**src/rtl/mips_boot_loader_pkg.sv**
```systemverilog
// Shared definitions for the MIPS boot loader: FSM state encoding and frame layout constants.
package mips_boot_loader_pkg;

    typedef enum logic [2:0] {
        ST_HDR_ADDR = 3'd0,
        ST_HDR_CNT  = 3'd1,
        ST_DATA     = 3'd2,
        ST_CSUM     = 3'd3,
        ST_DONE     = 3'd4,
        ST_ERR      = 3'd5
    } ldr_state_e;

    localparam int BYTES_PER_WORD = 4;

    // States in which the loader is still consuming frame bytes.
    function automatic logic is_rx_state(input ldr_state_e st);
        return (st != ST_DONE) && (st != ST_ERR);
    endfunction

endpackage

```
**src/rtl/mips_boot_loader_ldr_word_asm.sv**
```systemverilog
// Big-endian byte-to-word assembler: the fourth accepted byte completes a word,
// flagged by a combinational word_valid pulse in the accepting cycle.
module ldr_word_asm
    import mips_boot_loader_pkg::*;
(
    input  logic        clk1,
    input  logic        rst,
    input  logic        clr,
    input  logic        byte_valid,
    input  logic [7:0]  byte_data,
    output logic [31:0] word,
    output logic        word_valid
);

    logic [1:0]  idx_q, idx_d;
    logic [23:0] shift_q, shift_d;

    // Next byte index / shift contents and the word completed by the current byte.
    always_comb begin
        idx_d      = idx_q;
        shift_d    = shift_q;
        word       = {shift_q, byte_data};
        word_valid = 1'b0;
        if (clr) begin
            idx_d   = 2'd0;
            shift_d = 24'd0;
        end else if (byte_valid) begin
            shift_d    = {shift_q[15:0], byte_data};
            idx_d      = idx_q + 2'd1;
            word_valid = (idx_q == 2'(BYTES_PER_WORD - 1));
        end else begin
            idx_d   = idx_q;
            shift_d = shift_q;
        end
    end

    // Byte index and shift register state.
    always_ff @(posedge clk1 or posedge rst) begin
        if (rst) begin
            idx_q   <= 2'd0;
            shift_q <= 24'd0;
        end else begin
            idx_q   <= idx_d;
            shift_q <= shift_d;
        end
    end

endmodule

```
**src/rtl/mips_boot_loader.sv**
```systemverilog
// Boot loader for pipe_MIPS32: writes a framed byte-stream image into memory and releases the core.
// Build option: define MIPS_LOADER_CSUM_EN to require a trailing 32-bit wrapping checksum word.
module mips_boot_loader
    import mips_boot_loader_pkg::*;
#(
    parameter int ADDR_W      = 10,
    parameter int MAX_WORDS   = 1024,
    parameter int TIMEOUT_CYC = 4096
) (
    input  logic              clk1,
    input  logic              rst,
    input  logic              s_valid,
    input  logic [7:0]        s_data,
    output logic              s_ready,
    input  logic              load_req,
    output logic              mem_we,
    output logic [ADDR_W-1:0] mem_addr,
    output logic [31:0]       mem_wdata,
    output logic              core_hold,
    output logic [31:0]       core_pc,
    output logic              done,
    output logic              error,
    output logic [ADDR_W:0]   words_loaded
);

    localparam int TO_W = $clog2(TIMEOUT_CYC) + 1;
    localparam int WL_W = ADDR_W + 1;

`ifdef MIPS_LOADER_CSUM_EN
    localparam ldr_state_e POST_PAYLOAD = ST_CSUM;
`else
    localparam ldr_state_e POST_PAYLOAD = ST_DONE;
`endif

    ldr_state_e        state_q, state_d;
    logic [ADDR_W-1:0] start_q, start_d;
    logic [WL_W-1:0]   cnt_q, cnt_d;
    logic [WL_W-1:0]   words_loaded_q, words_loaded_d;
    logic [31:0]       csum_q, csum_d;
    logic [31:0]       core_pc_q, core_pc_d;
    logic [31:0]       mem_wdata_q, mem_wdata_d;
    logic [ADDR_W-1:0] mem_addr_q, mem_addr_d;
    logic              mem_we_q, mem_we_d;
    logic              s_ready_q, s_ready_d;
    logic              core_hold_q, core_hold_d;
    logic              done_q, done_d;
    logic              error_q, error_d;
    logic [TO_W-1:0]   to_cnt_q, to_cnt_d;
    logic              to_run_q, to_run_d;

    logic              byte_xfer_s;
    logic              asm_clr_s;
    logic              word_valid_s;
    logic [31:0]       word_s;
    logic [32:0]       frame_end_s;
    logic [WL_W-1:0]   wl_next_s;

    assign byte_xfer_s = s_valid & s_ready_q;
    assign asm_clr_s   = load_req & ~is_rx_state(state_q);
    assign frame_end_s = {1'b0, word_s} + 33'(start_q);
    assign wl_next_s   = words_loaded_q + WL_W'(1);

    ldr_word_asm u_word_asm (
        .clk1       (clk1),
        .rst        (rst),
        .clr        (asm_clr_s),
        .byte_valid (byte_xfer_s),
        .byte_data  (s_data),
        .word       (word_s),
        .word_valid (word_valid_s)
    );

    // Frame FSM, write strobe generation, checksum and inter-byte timeout.
    always_comb begin
        state_d        = state_q;
        start_d        = start_q;
        cnt_d          = cnt_q;
        words_loaded_d = words_loaded_q;
        csum_d         = csum_q;
        core_pc_d      = core_pc_q;
        mem_we_d       = 1'b0;
        mem_addr_d     = mem_addr_q;
        mem_wdata_d    = mem_wdata_q;
        to_cnt_d       = to_cnt_q;
        to_run_d       = to_run_q;

        case (state_q)
            ST_HDR_ADDR: begin
                if (!word_valid_s) begin
                    state_d = state_q;
                end else if (word_s[31:ADDR_W] != '0) begin
                    state_d = ST_ERR;
                end else begin
                    start_d   = word_s[ADDR_W-1:0];
                    core_pc_d = word_s;
                    state_d   = ST_HDR_CNT;
                end
            end
            ST_HDR_CNT: begin
                if (!word_valid_s) begin
                    state_d = state_q;
                end else if ((word_s > 32'(MAX_WORDS)) || (frame_end_s > 33'(2 ** ADDR_W))) begin
                    state_d = ST_ERR;
                end else if (word_s == 32'd0) begin
                    state_d = POST_PAYLOAD;
                end else begin
                    cnt_d   = word_s[WL_W-1:0];
                    state_d = ST_DATA;
                end
            end
            ST_DATA: begin
                if (word_valid_s) begin
                    mem_we_d       = 1'b1;
                    mem_addr_d     = start_q + words_loaded_q[ADDR_W-1:0];
                    mem_wdata_d    = word_s;
                    words_loaded_d = wl_next_s;
                    csum_d         = csum_q + word_s;
                    state_d        = (wl_next_s == cnt_q) ? POST_PAYLOAD : ST_DATA;
                end else begin
                    state_d = state_q;
                end
            end
            ST_CSUM: begin
                if (word_valid_s) begin
                    state_d = (word_s == csum_q) ? ST_DONE : ST_ERR;
                end else begin
                    state_d = state_q;
                end
            end
            ST_DONE, ST_ERR: begin
                if (load_req) begin
                    state_d        = ST_HDR_ADDR;
                    words_loaded_d = '0;
                    csum_d         = 32'd0;
                    to_cnt_d       = '0;
                    to_run_d       = 1'b0;
                end else begin
                    state_d = state_q;
                end
            end
            default: state_d = ST_ERR;
        endcase

        // The timer only arms once the first byte of a frame has been taken.
        if (!is_rx_state(state_q)) begin
            to_run_d = to_run_d;
        end else if (byte_xfer_s) begin
            to_cnt_d = '0;
            to_run_d = 1'b1;
        end else if (to_run_q) begin
            to_cnt_d = to_cnt_q + TO_W'(1);
            state_d  = (to_cnt_d == TO_W'(TIMEOUT_CYC - 1)) ? ST_ERR : state_d;
        end else begin
            to_cnt_d = to_cnt_q;
        end

        s_ready_d   = is_rx_state(state_d);
        core_hold_d = (state_d != ST_DONE);
        done_d      = (state_d == ST_DONE);
        error_d     = (state_d == ST_ERR);
    end

    // State and registered outputs.
    always_ff @(posedge clk1 or posedge rst) begin
        if (rst) begin
            state_q        <= ST_HDR_ADDR;
            start_q        <= '0;
            cnt_q          <= '0;
            words_loaded_q <= '0;
            csum_q         <= 32'd0;
            core_pc_q      <= 32'd0;
            mem_we_q       <= 1'b0;
            mem_addr_q     <= '0;
            mem_wdata_q    <= 32'd0;
            s_ready_q      <= 1'b1;
            core_hold_q    <= 1'b1;
            done_q         <= 1'b0;
            error_q        <= 1'b0;
            to_cnt_q       <= '0;
            to_run_q       <= 1'b0;
        end else begin
            state_q        <= state_d;
            start_q        <= start_d;
            cnt_q          <= cnt_d;
            words_loaded_q <= words_loaded_d;
            csum_q         <= csum_d;
            core_pc_q      <= core_pc_d;
            mem_we_q       <= mem_we_d;
            mem_addr_q     <= mem_addr_d;
            mem_wdata_q    <= mem_wdata_d;
            s_ready_q      <= s_ready_d;
            core_hold_q    <= core_hold_d;
            done_q         <= done_d;
            error_q        <= error_d;
            to_cnt_q       <= to_cnt_d;
            to_run_q       <= to_run_d;
        end
    end

    assign s_ready      = s_ready_q;
    assign mem_we       = mem_we_q;
    assign mem_addr     = mem_addr_q;
    assign mem_wdata    = mem_wdata_q;
    assign core_hold    = core_hold_q;
    assign core_pc      = core_pc_q;
    assign done         = done_q;
    assign error        = error_q;
    assign words_loaded = words_loaded_q;

endmodule
```
**config.mk**
```make
export PLATFORM = sky130hd
export DESIGN_NAME = mips_boot_loader
export DESIGN_NICKNAME = d
export VERILOG_FILES = /design/src/rtl/mips_boot_loader_pkg.sv /design/src/rtl/mips_boot_loader_ldr_word_asm.sv /design/src/rtl/mips_boot_loader.sv
export SDC_FILE = /design/constraint.sdc
export NUM_CORES = 1
export LEC_CHECK = 0
export ABC_AREA = 1
export CAP_MARGIN = 10
export CORE_ASPECT_RATIO = 1.5
export CORE_MARGIN = 2
export CORE_UTILIZATION = 40
export CTS_CLUSTER_DIAMETER = 40
export DETAILED_ROUTE_END_ITERATION = 10
export SLEW_MARGIN = 0
export SYNTH_ARGS = -nofsm -noshare
export SYNTH_HDL_FRONTEND = slang
export SYNTH_HIERARCHICAL = 1
export SYNTH_SLANG_ARGS = --single-unit
```
**constraint.sdc**
```tcl
create_clock -name clk1 -period 11.1 [get_ports clk1]
set_input_delay 3.33 -clock clk1 [delete_from_list [all_inputs] [get_ports clk1]]
set_output_delay 3.33 -clock clk1 [all_outputs]
set_load 0.1 [all_outputs]
```
# Word level (Yosys, flattened, before mapping)
# Cells that the tools add are included.
# word_totals
ff_bits	186
inputBits	12
output_inout_bits	90
elab_cells	103
# op_classes
n_addsub	6
order_cmp	2
eq_ne	18
muxes	38
bitwise	6
reduce_logical	16
# ops
op	n
13-bit 2-to-1 mux	5
32-bit 2-to-1 mux	2
32-bit case mux with 2 select lines	1
24-bit 2-to-1 mux	2
3-bit 2-to-1 mux	13
32-bit by 10-bit adder with 33-bit output	1
33-bit by 11-bit > comparator with 1-bit output, second input constant	1
32-bit adder	1
32-bit equality test	1
32-bit by 11-bit > comparator with 1-bit output, second input constant	1
32-bit logical NOT	1
11-bit 2-to-1 mux	2
11-bit case mux with 2 select lines	1
22-bit nonzero test	1
3-bit inequality test, second input constant	5
3-bit case mux with 5 select lines	1
13-bit by 1-bit adder with 13-bit output, second input constant	1
13-bit by 12-bit equality test with 1-bit output, second input constant	1
3-bit equality test, second input constant	4
11-bit by 1-bit adder with 11-bit output, second input constant	1
11-bit equality test	1
10-bit adder	1
1-bit 2-to-1 mux	9
3-bit AND reduction	3
15 further kinds	26

# Depth between registers and ports, before layout
# Gate-level depths: netlist of run 1.
# depth
word_depth	13
ltp_mapped	21
mapped_depth_nobuf	19

# By module
# Netlist of run 1, hierarchy kept.
# by_module_without_submodules
mod	n_inst	cells_each	area_each_um2	seq_area_each_um2
mips_boot_loader	1	1176	9072.5	3756.1
ldr_word_asm	1	126	1132.3	650.6

# Worst setup path after synthesis of run 1
# Ideal clock, no wire load.
# synth_path
path_type	input-to-reg
startpoint	input port s_data[0]
endpoint	register cnt_q[4]
setup_ps	119
arrival_time_ps	5373
required_ps	10981
path_slack_ps	5608
stages	17
path_buffers	2
path_cell_list	buf_4 > ha_1 > fa_1 > or2_1 > nor2_1 > nand2_1 > nor2_1 > nand3_1 > nor2_1 > nand3_1 > nand2_1 > nand3_2 > nor2_4 > nand4_4 > buf_6 > nand2_1 > o21ai_2
# synth_via
elab_chain_cells	5
elab_cells_between_ends	8
cone_classes	add/sub (1); order compare (2); bitwise (2); reduce/logical (3)
# synth_rtl
item	line_no	text
from (decl)	mips_boot_loader.sv:13	input logic [7:0] s_data,
32-bit by 10-bit adder with 33-bit output	mips_boot_loader.sv:60	assign frame_end_s = {1'b0, word_s} + 33'(start_q);
33-bit by 11-bit > comparator with 1-bit output	mips_boot_loader.sv:102	end else if ((word_s > 32'(MAX_WORDS)) || (frame_end_s > 33'(2 ** ADDR_W))) begin
1-bit logical OR	mips_boot_loader.sv:102	
1-bit inverter (no line)	-	
4-bit AND reduction (no line) (*)	-	
to (signal assigned)	mips_boot_loader.sv:184	cnt_q <= cnt_d;
to (decl)	mips_boot_loader.sv:37	logic [WL_W-1:0] cnt_q, cnt_d;
# Mark *: on every way between the ends. The rest lies on a longest branch, timed or not.
# A chain may end at the register's enable or synchronous reset.

# Worst setup path in the final report of run 1
# layout_path
startpoint	input port load_req
endpoint	register error_q (netlist: error)
# layout_via
elab_chain_cells	9
elab_cells_between_ends	13
cone_classes	eq/ne (1); mux (11); bitwise (1)
# layout_rtl
item	line_no	text
from (decl)	mips_boot_loader.sv:15	input logic load_req,
1-bit AND (*)	mips_boot_loader.sv:59	assign asm_clr_s = load_req & ~is_rx_state(state_q);
named net asm_clr_s	mips_boot_loader.sv:52	logic asm_clr_s;
1-bit 2-to-1 mux (*)	mips_boot_loader_ldr_word_asm.sv:24	if (clr) begin
named net word_valid_s	mips_boot_loader.sv:53	logic word_valid_s;
3-bit 2-to-1 mux, on equally long branches	-	
3-bit case mux with 5 select lines (*)	mips_boot_loader.sv:87	case (state_q)
3-bit 2-to-1 mux	mips_boot_loader.sv:152	state_d = (to_cnt_d == TO_W'(TIMEOUT_CYC - 1)) ? ST_ERR : state_d;
3-bit 2-to-1 mux	mips_boot_loader.sv:150	end else if (to_run_q) begin
3-bit 2-to-1 mux	mips_boot_loader.sv:147	end else if (byte_xfer_s) begin
3-bit 2-to-1 mux (*)	mips_boot_loader.sv:145	if (!is_rx_state(state_q)) begin
named net state_d[2]	mips_boot_loader.sv:35	ldr_state_e state_q, state_d;
3-bit equality test (*)	mips_boot_loader.sv:160	error_d = (state_d == ST_ERR);
named net error_d	mips_boot_loader.sv:47	logic error_q, error_d;
to (signal assigned)	mips_boot_loader.sv:194	error_q <= error_d;
to (decl)	mips_boot_loader.sv:47	
# Mark *: on every way through the listed nets, which the timed path passes. The rest lies on a longest branch.

==> out/metrics.csv, run 1 <==
metric;value;unit
synth_async_reset_ratio;100.0;%
worstPathArrival;6.72;ns
critical_path_required;11.43;ns
ios;102;
yosys.cell_types.count;51;
cts_hold_buf;0;
layout.cell_area.non_filler;0.01212;mm²
drt_iter0_markers;420;
core;0.02505;mm²
initial_utilization;40.74;%
final_antenna_net_count;0;
antenna_found_initial;0;
global_route.usage.total;21.49;%
clkPwrFrac;32.1;%
final-instance-count-excl-fill;1729;
path_class;input port to flop;
max_freq;156.5;MHz
area_after_detailed_placement;0.01144;mm²
die_area;0.02683;mm²
p_leak;5.914;nW
number_of_synthesized_flops_with_an_enable_pin;0;
cts_post_setup_buffers_inserted;0;
final_net_count;1457;
yosysMostFrequentCell;sky130_fd_sc_hd__nand2_1;
yosysSeqAreaShare;43.18;%
timing.reg2reg.setup_slack;7.60;ns
synthDominantCellAreaShare;42.67;%
cts.reportedPaths.clkPinSlew;0.07;ns
clk-insertion-delay-late;0.44;ns
synth.net_count;1371;
drt-total-wl;27930;µm
mean_cell_area_of_the_mapped_netlist;7.838;µm²
route.detailed.drc;0;
route.detailed.wl_per_inst;16.15;µm
max_slew.worst_pin.slew;1.038;ns
area_contributors_post_synth;sky130_fd_sc_hd__dfrtp_1, sky130_fd_sc_hd__nand2_1, sky130_fd_sc_hd__ha_1;
hold_ws;0.4781;ns
cts_tree;done;
clock_sink_count;176;
io_buffer_count;101;
max_slew_margin;30.74;%
mappedNetlistArea;0.01020;mm²
yosys_warnings;6;
floorplan.rows;71;
synth_area_leader_cell;sky130_fd_sc_hd__dfrtp_1;
total_number_of_vias;8879;
max_rail_drop_vdd;0.1013;mV
cts_buffers;17;
postSynth.topFlopCell;sky130_fd_sc_hd__dfrtp_1;
first_global_vias;8762;
postSynthCellCount;1302;
timing.final.crit_share;57.55;%
hpwl;20660;µm
run_status;finished clean;
seq_power_share;38.9;%
die_width;134.4;µm
critPathCaptureType;flop;
grt_first_pass_wirelength;44570;µm
switching_share;39.63;%
setup_violations;0;
drv_slew;0;
level_count_of_the_clock_h_tree;4;
totalNegativeSetupSlack;0;ns
cts-root-buf;sky130_fd_sc_hd__clkbuf_16;
synth.cells.most_frequent;sky130_fd_sc_hd__nand2_1, sky130_fd_sc_hd__dfrtp_1, sky130_fd_sc_hd__inv_1;
areaGrowthSynthToFinish;18.81;%
clockBufferDepth;2;
multi_input_area;0.005030;mm²
globalplace.congestion;0.9954;
rsz0062_at_grt;false;
drtPass1Iterations;5;
chipHeight;199.6;µm
grt_start_max_net_pins;78;
number_of_filler_instances_in_the_final_layout;2519;
powerDensity;179.0;mW/mm²
antennaDiodeCount;0;
critical_path_peak_fanout;61;
ys_ff_latch;176;
power.internal;1.310;mW
hold_viol_final;0;
post-place-cells;1697;
hold_class;flop to flop;
skew;0.008957;ns
cts.repair.resized;0;
layout-drive-gt1-share;6.424;%
power.share.combinational;29.0;%
worst_setup_path_start_kind;input port;
regArea;0.004407;mm²
net-switching-power;860.0;µW
viasPerCell;5.135;
grt_remaining_overflow;0;
timing.final.crit_period;6.388;ns
max_cap_violations;0;
[power groups by stage]
stage,registers (mW),clock network [mW],logic [mW]
after floorplan,0.902,0,0.381
after global placement,0.854,0,0.625
after detailed placement,0.853,0,0.629
after CTS,0.842,0.710,0.632
after global routing,0.851,0.740,0.695
final,0.844,0.697,0.630
[cells in the final DEF (no fill, tap or decap), types with 25 or more instances in the layout]
cell / Yosys / layout
sky130_fd_sc_hd__o21ai_0: 90 / 90
sky130_fd_sc_hd__nand4_1: 25 / 25
sky130_fd_sc_hd__a21oi_1: 69 / 69
sky130_fd_sc_hd__ha_1: 54 / 54
sky130_fd_sc_hd__nor2_1: 95 / 94
sky130_fd_sc_hd__inv_1: 136 / 135
sky130_fd_sc_hd__dfrtp_1: 174 / 174
sky130_fd_sc_hd__nand3_1: 68 / 68
sky130_fd_sc_hd__nand2_1: 367 / 367
sky130_fd_sc_hd__xor2_1: 27 / 27
sky130_fd_sc_hd__clkdlybuf4s50_1: 0 / 101
[layout make-up]
cell class                      instances  share of cell area [%]
Multi-Input combinational cell        941                   41.49
Sequential cell                       176                   36.35
Timing Repair Buffer                  105                   8.586
Inverter                              147                   4.592
Clock buffer                           17                   3.509
Tap cell                              328                   3.385
Clock inverter                         15                   2.095
[worst max-delay path: stages]
cell and delay, ns:
sky130_fd_sc_hd__clkdlybuf4s50_1 0.53, sky130_fd_sc_hd__inv_1 0.05, sky130_fd_sc_hd__nor2_1 0.43, sky130_fd_sc_hd__nor2_1 0.17, sky130_fd_sc_hd__inv_1 0.18, sky130_fd_sc_hd__nor3_2 0.06
sky130_fd_sc_hd__buf_4 0.26, sky130_fd_sc_hd__inv_2 0.60, sky130_fd_sc_hd__buf_4 0.58, sky130_fd_sc_hd__nor2_1 0.10, sky130_fd_sc_hd__nor2_1 0.14, sky130_fd_sc_hd__nand2_1 0.11
sky130_fd_sc_hd__nand2_1 0.07, sky130_fd_sc_hd__inv_1 0.05
[final timing paths]
path,from,endpoint,cells past startpoint
max,load_req,error,14
min,mem_wdata[30],mem_wdata[30],2
max reg2reg,state_q[1],error,14
min reg2reg,mem_wdata[30],mem_wdata[30],2
max in group asynchronous,rst,core_pc[16],3
min in group asynchronous,rst,mem_wdata[31],2
[cell families (layout without fill, tap and decap cells)]
group / Yosys count / in the layout / share of synthesized area (%)
AOI/OAI and AO/OA: 233 / 233 / 12.80
xor gates and xnor gates: 37 / 37 / 3.176
adders and majority gates: 57 / 57 / 7.209
buffers and inverters: 185 / 284 / 7.651
DFF: 176 / 176 / 43.18
and+or+nand+nor: 614 / 614 / 25.98
[metal layers]
layer | part of all wire (%) | GRT usage, % | vias up
li1 | - | - | 4466
met1 | 40 | 23.33 | 4134
met2 | 50 | 39.04 | 205
met3 | 3.7 | 3.957 | 74
met4 | 5.7 | 12.20 | 0
met5 | 0 | 0 | -
[registers in the layout, indices dropped and copies added (netlist names), 9 cells and up]
register,cells
mem_addr,10
mem_wdata,32
core_pc,23
u_word_asm/shift_q,24
words_loaded,11
cnt_q,11
csum_q,32
to_cnt_q,13
start_q,9
[metrics by stage]
stage | total power [mW] | util (%) | setup WS, ns
after global placement | 1.478 | 45.68 | 4.283
final | 2.170 | 48.40 | 4.712
after floorplan | 1.282 | - | 3.737
after CTS | 2.184 | 48.40 | 4.654
after detailed placement | 1.483 | 45.68 | 4.193
after global routing | 2.285 | 48.40 | 4.384
Note: power is estimated with default switching activity, not from simulation.
==> run 2: changes to the inputs <==
clock period = 6 ns   (was 11.1 ns; I/O delays follow)
==> run 2 against run 1 <==
Combinational power up 86%. Worst hold slack worse by 0.0075 ns. Global-route usage up 0.50 points.
==> out/metrics.csv, run 2 (same netlist as run 1, synthesis figures left out) <==
metric;value;unit
run_status;finished clean;
hold_class;flop to flop;
max_freq;225.7;MHz
drv_slew;0;
cts-root-buf;sky130_fd_sc_hd__clkbuf_16;
clockBufferDepth;2;
global_route.usage.total;21.99;%
worstRegToRegCells;15;
drtPass1Iterations;5;
worst_setup_path_start_kind;input port;
cts.repair.resized;0;
path_class;input port to flop;
max_rail_drop_vdd;0.2131;mV
setup_slack;1.568;ns
areaGrowthSynthToFinish;18.33;%
rsz0062_at_grt;false;
worstPathCellList;clkdlybuf4s50_1 -> ha_1 -> fa_1 -> or2_1 -> nor2_1 -> nand2_1 -> nor2_1 -> nand3_1 -> nor2_1 -> nand3_1 -> nand2_1 -> nand3_2 -> nor2_4 -> nand4_4 -> nand2_1 -> o21ai_2;
dpl_worst_slack;1.115;ns
final_net_count;1459;
hpwl;21350;µm
powerDensity;323.0;mW/mm²
setup_violations;0;
level_count_of_the_clock_h_tree;4;
die_area;0.02683;mm²
clk-insertion-delay-late;0.44;ns
layout.cell_area.non_filler;0.01208;mm²
totalNegativeSetupSlack;0;ns
grt_remaining_overflow;0;
skew;0.009606;ns
critical_path_peak_fanout;23;
critPathSlowestCell;sky130_fd_sc_hd__clkdlybuf4s50_1;
die_width;134.4;µm
floorplan.rows;71;
timing.final.crit_share;73.86;%
core;0.02505;mm²
route.detailed.wl_per_inst;16.34;µm
antenna_found_initial;0;
chipHeight;199.6;µm
critical-path-top-delay-family;simple AND/OR/NAND/NOR gates;
reg2reg_to;error;
cts_buffers;17;
total_number_of_vias;8951;
timing.reg2reg.setup_slack;2.95;ns
max_slew_margin;30.98;%
crit_path_start;s_data[0];
io_buffer_count;101;
timing.final.crit_period;4.432;ns
first_global_vias;8850;
globalplace.congestion;0.9706;
grt_first_pass_wirelength;45680;µm
drt-total-wl;28260;µm
layout-drive-gt1-share;6.210;%
clock_sink_count;176;
antennaDiodeCount;0;
worstPathArrival;4.75;ns
viasPerCell;5.177;
cts_post_setup_buffers_inserted;0;
critPathCaptureType;flop;
number_of_stages_on_the_worst_setup_path;16;
hold_ws;0.4705;ns
worstPathBufferInverterCount;1;
max_cap_violations;0;
cts.reportedPaths.clkPinSlew;0.06;ns
area_after_detailed_placement;0.01147;mm²
critPathMaxStageDelay;0.61;ns
route.detailed.drc;0;
power_after_layout;3.900;mW
drt_iter0_markers;533;
layout.cells.most_common;sky130_fd_sc_hd__nand2_1;
max_slew.worst_pin.slew;1.034;ns
cts_tree;done;
grt_start_max_net_pins;94;
initial_utilization;40.74;%
p_leak;5.902;nW
hold_viol_final;0;
cts_hold_buf;0;
final_antenna_net_count;0;
ios;102;
critical_path_required;6.32;ns
worst_setup_path_endpoint;cnt_q[5];
rr_startpoint;s_ready;
layout.cells.most_common_list;sky130_fd_sc_hd__nand2_1, sky130_fd_sc_hd__dfrtp_1, sky130_fd_sc_hd__inv_1, sky130_fd_sc_hd__clkdlybuf4s50_1, sky130_fd_sc_hd__nor2_1;
run 2: cell count changes in the layout (fill, tap and decap cells not counted), sizes merged:
cell / change
clkinvlp: -3
clkbuf: +6
clkinv: -1
inv: -1
bufinv: -3
buf: +2
run 2: stage by stage:
step           cells  util [%]
3_3_place_gp    1699     45.79
6_report        1729     48.20
4_1_cts         1729     48.20
2_1_floorplan   1302         -
5_1_grt         1729     48.20
3_5_place_dp    1699     45.79
run 2: cell type report:
class | count | area, µm²
Clock inverter | 7 | 125.1
Fill cell | 2522 | 12980
Sequential cell | 176 | 4407
Inverter | 147 | 556.8
Tap cell | 328 | 410.4
Timing Repair Buffer | 107 | 1069
Clock buffer | 23 | 478.0
Multi-Input combinational cell | 941 | 5030
run 2: worst min-delay path, delay by kind of cell, from the launching register on:
family           cells  cell delay [ns]
DFF                  1             0.34
and+or+nand+nor      2             0.10
run 2: worst min-delay path by stage:
| stage | start | end | slack (ns) | cells past startpoint |
|---|---|---|---|---|
| detailed placement | mem_wdata[28] | mem_wdata[28] | 0.46 | 2 |
| global route | mem_wdata[28] | mem_wdata[28] | 0.50 | 2 |
| finish | mem_wdata[28] | mem_wdata[28] | 0.47 | 2 |
| floorplan | u_word_asm/idx_q[1] | u_word_asm/idx_q[1] | 0.45 | 2 |
| global placement | mem_wdata[28] | mem_wdata[28] | 0.46 | 2 |
| CTS | mem_wdata[28] | mem_wdata[28] | 0.47 | 2 |
run 2: per-layer routing:
layer / global-route usage, % / part of all wire, % / vias to the layer above
met5: 0 / 0 / -
met4: 11.70 / 5.0 / 0
met3: 3.475 / 3.8 / 72
met2: 39.97 / 52 / 225
met1: 24.54 / 39 / 4189
li1: - / - / 4465
run 2: report_power, final:
part	switching (mW)	internal (mW)	total [mW]
sequential	0.254	1.31	1.57
clock	0.475	0.690	1.16
combinational	0.845	0.325	1.17
total	1.57	2.33	3.90
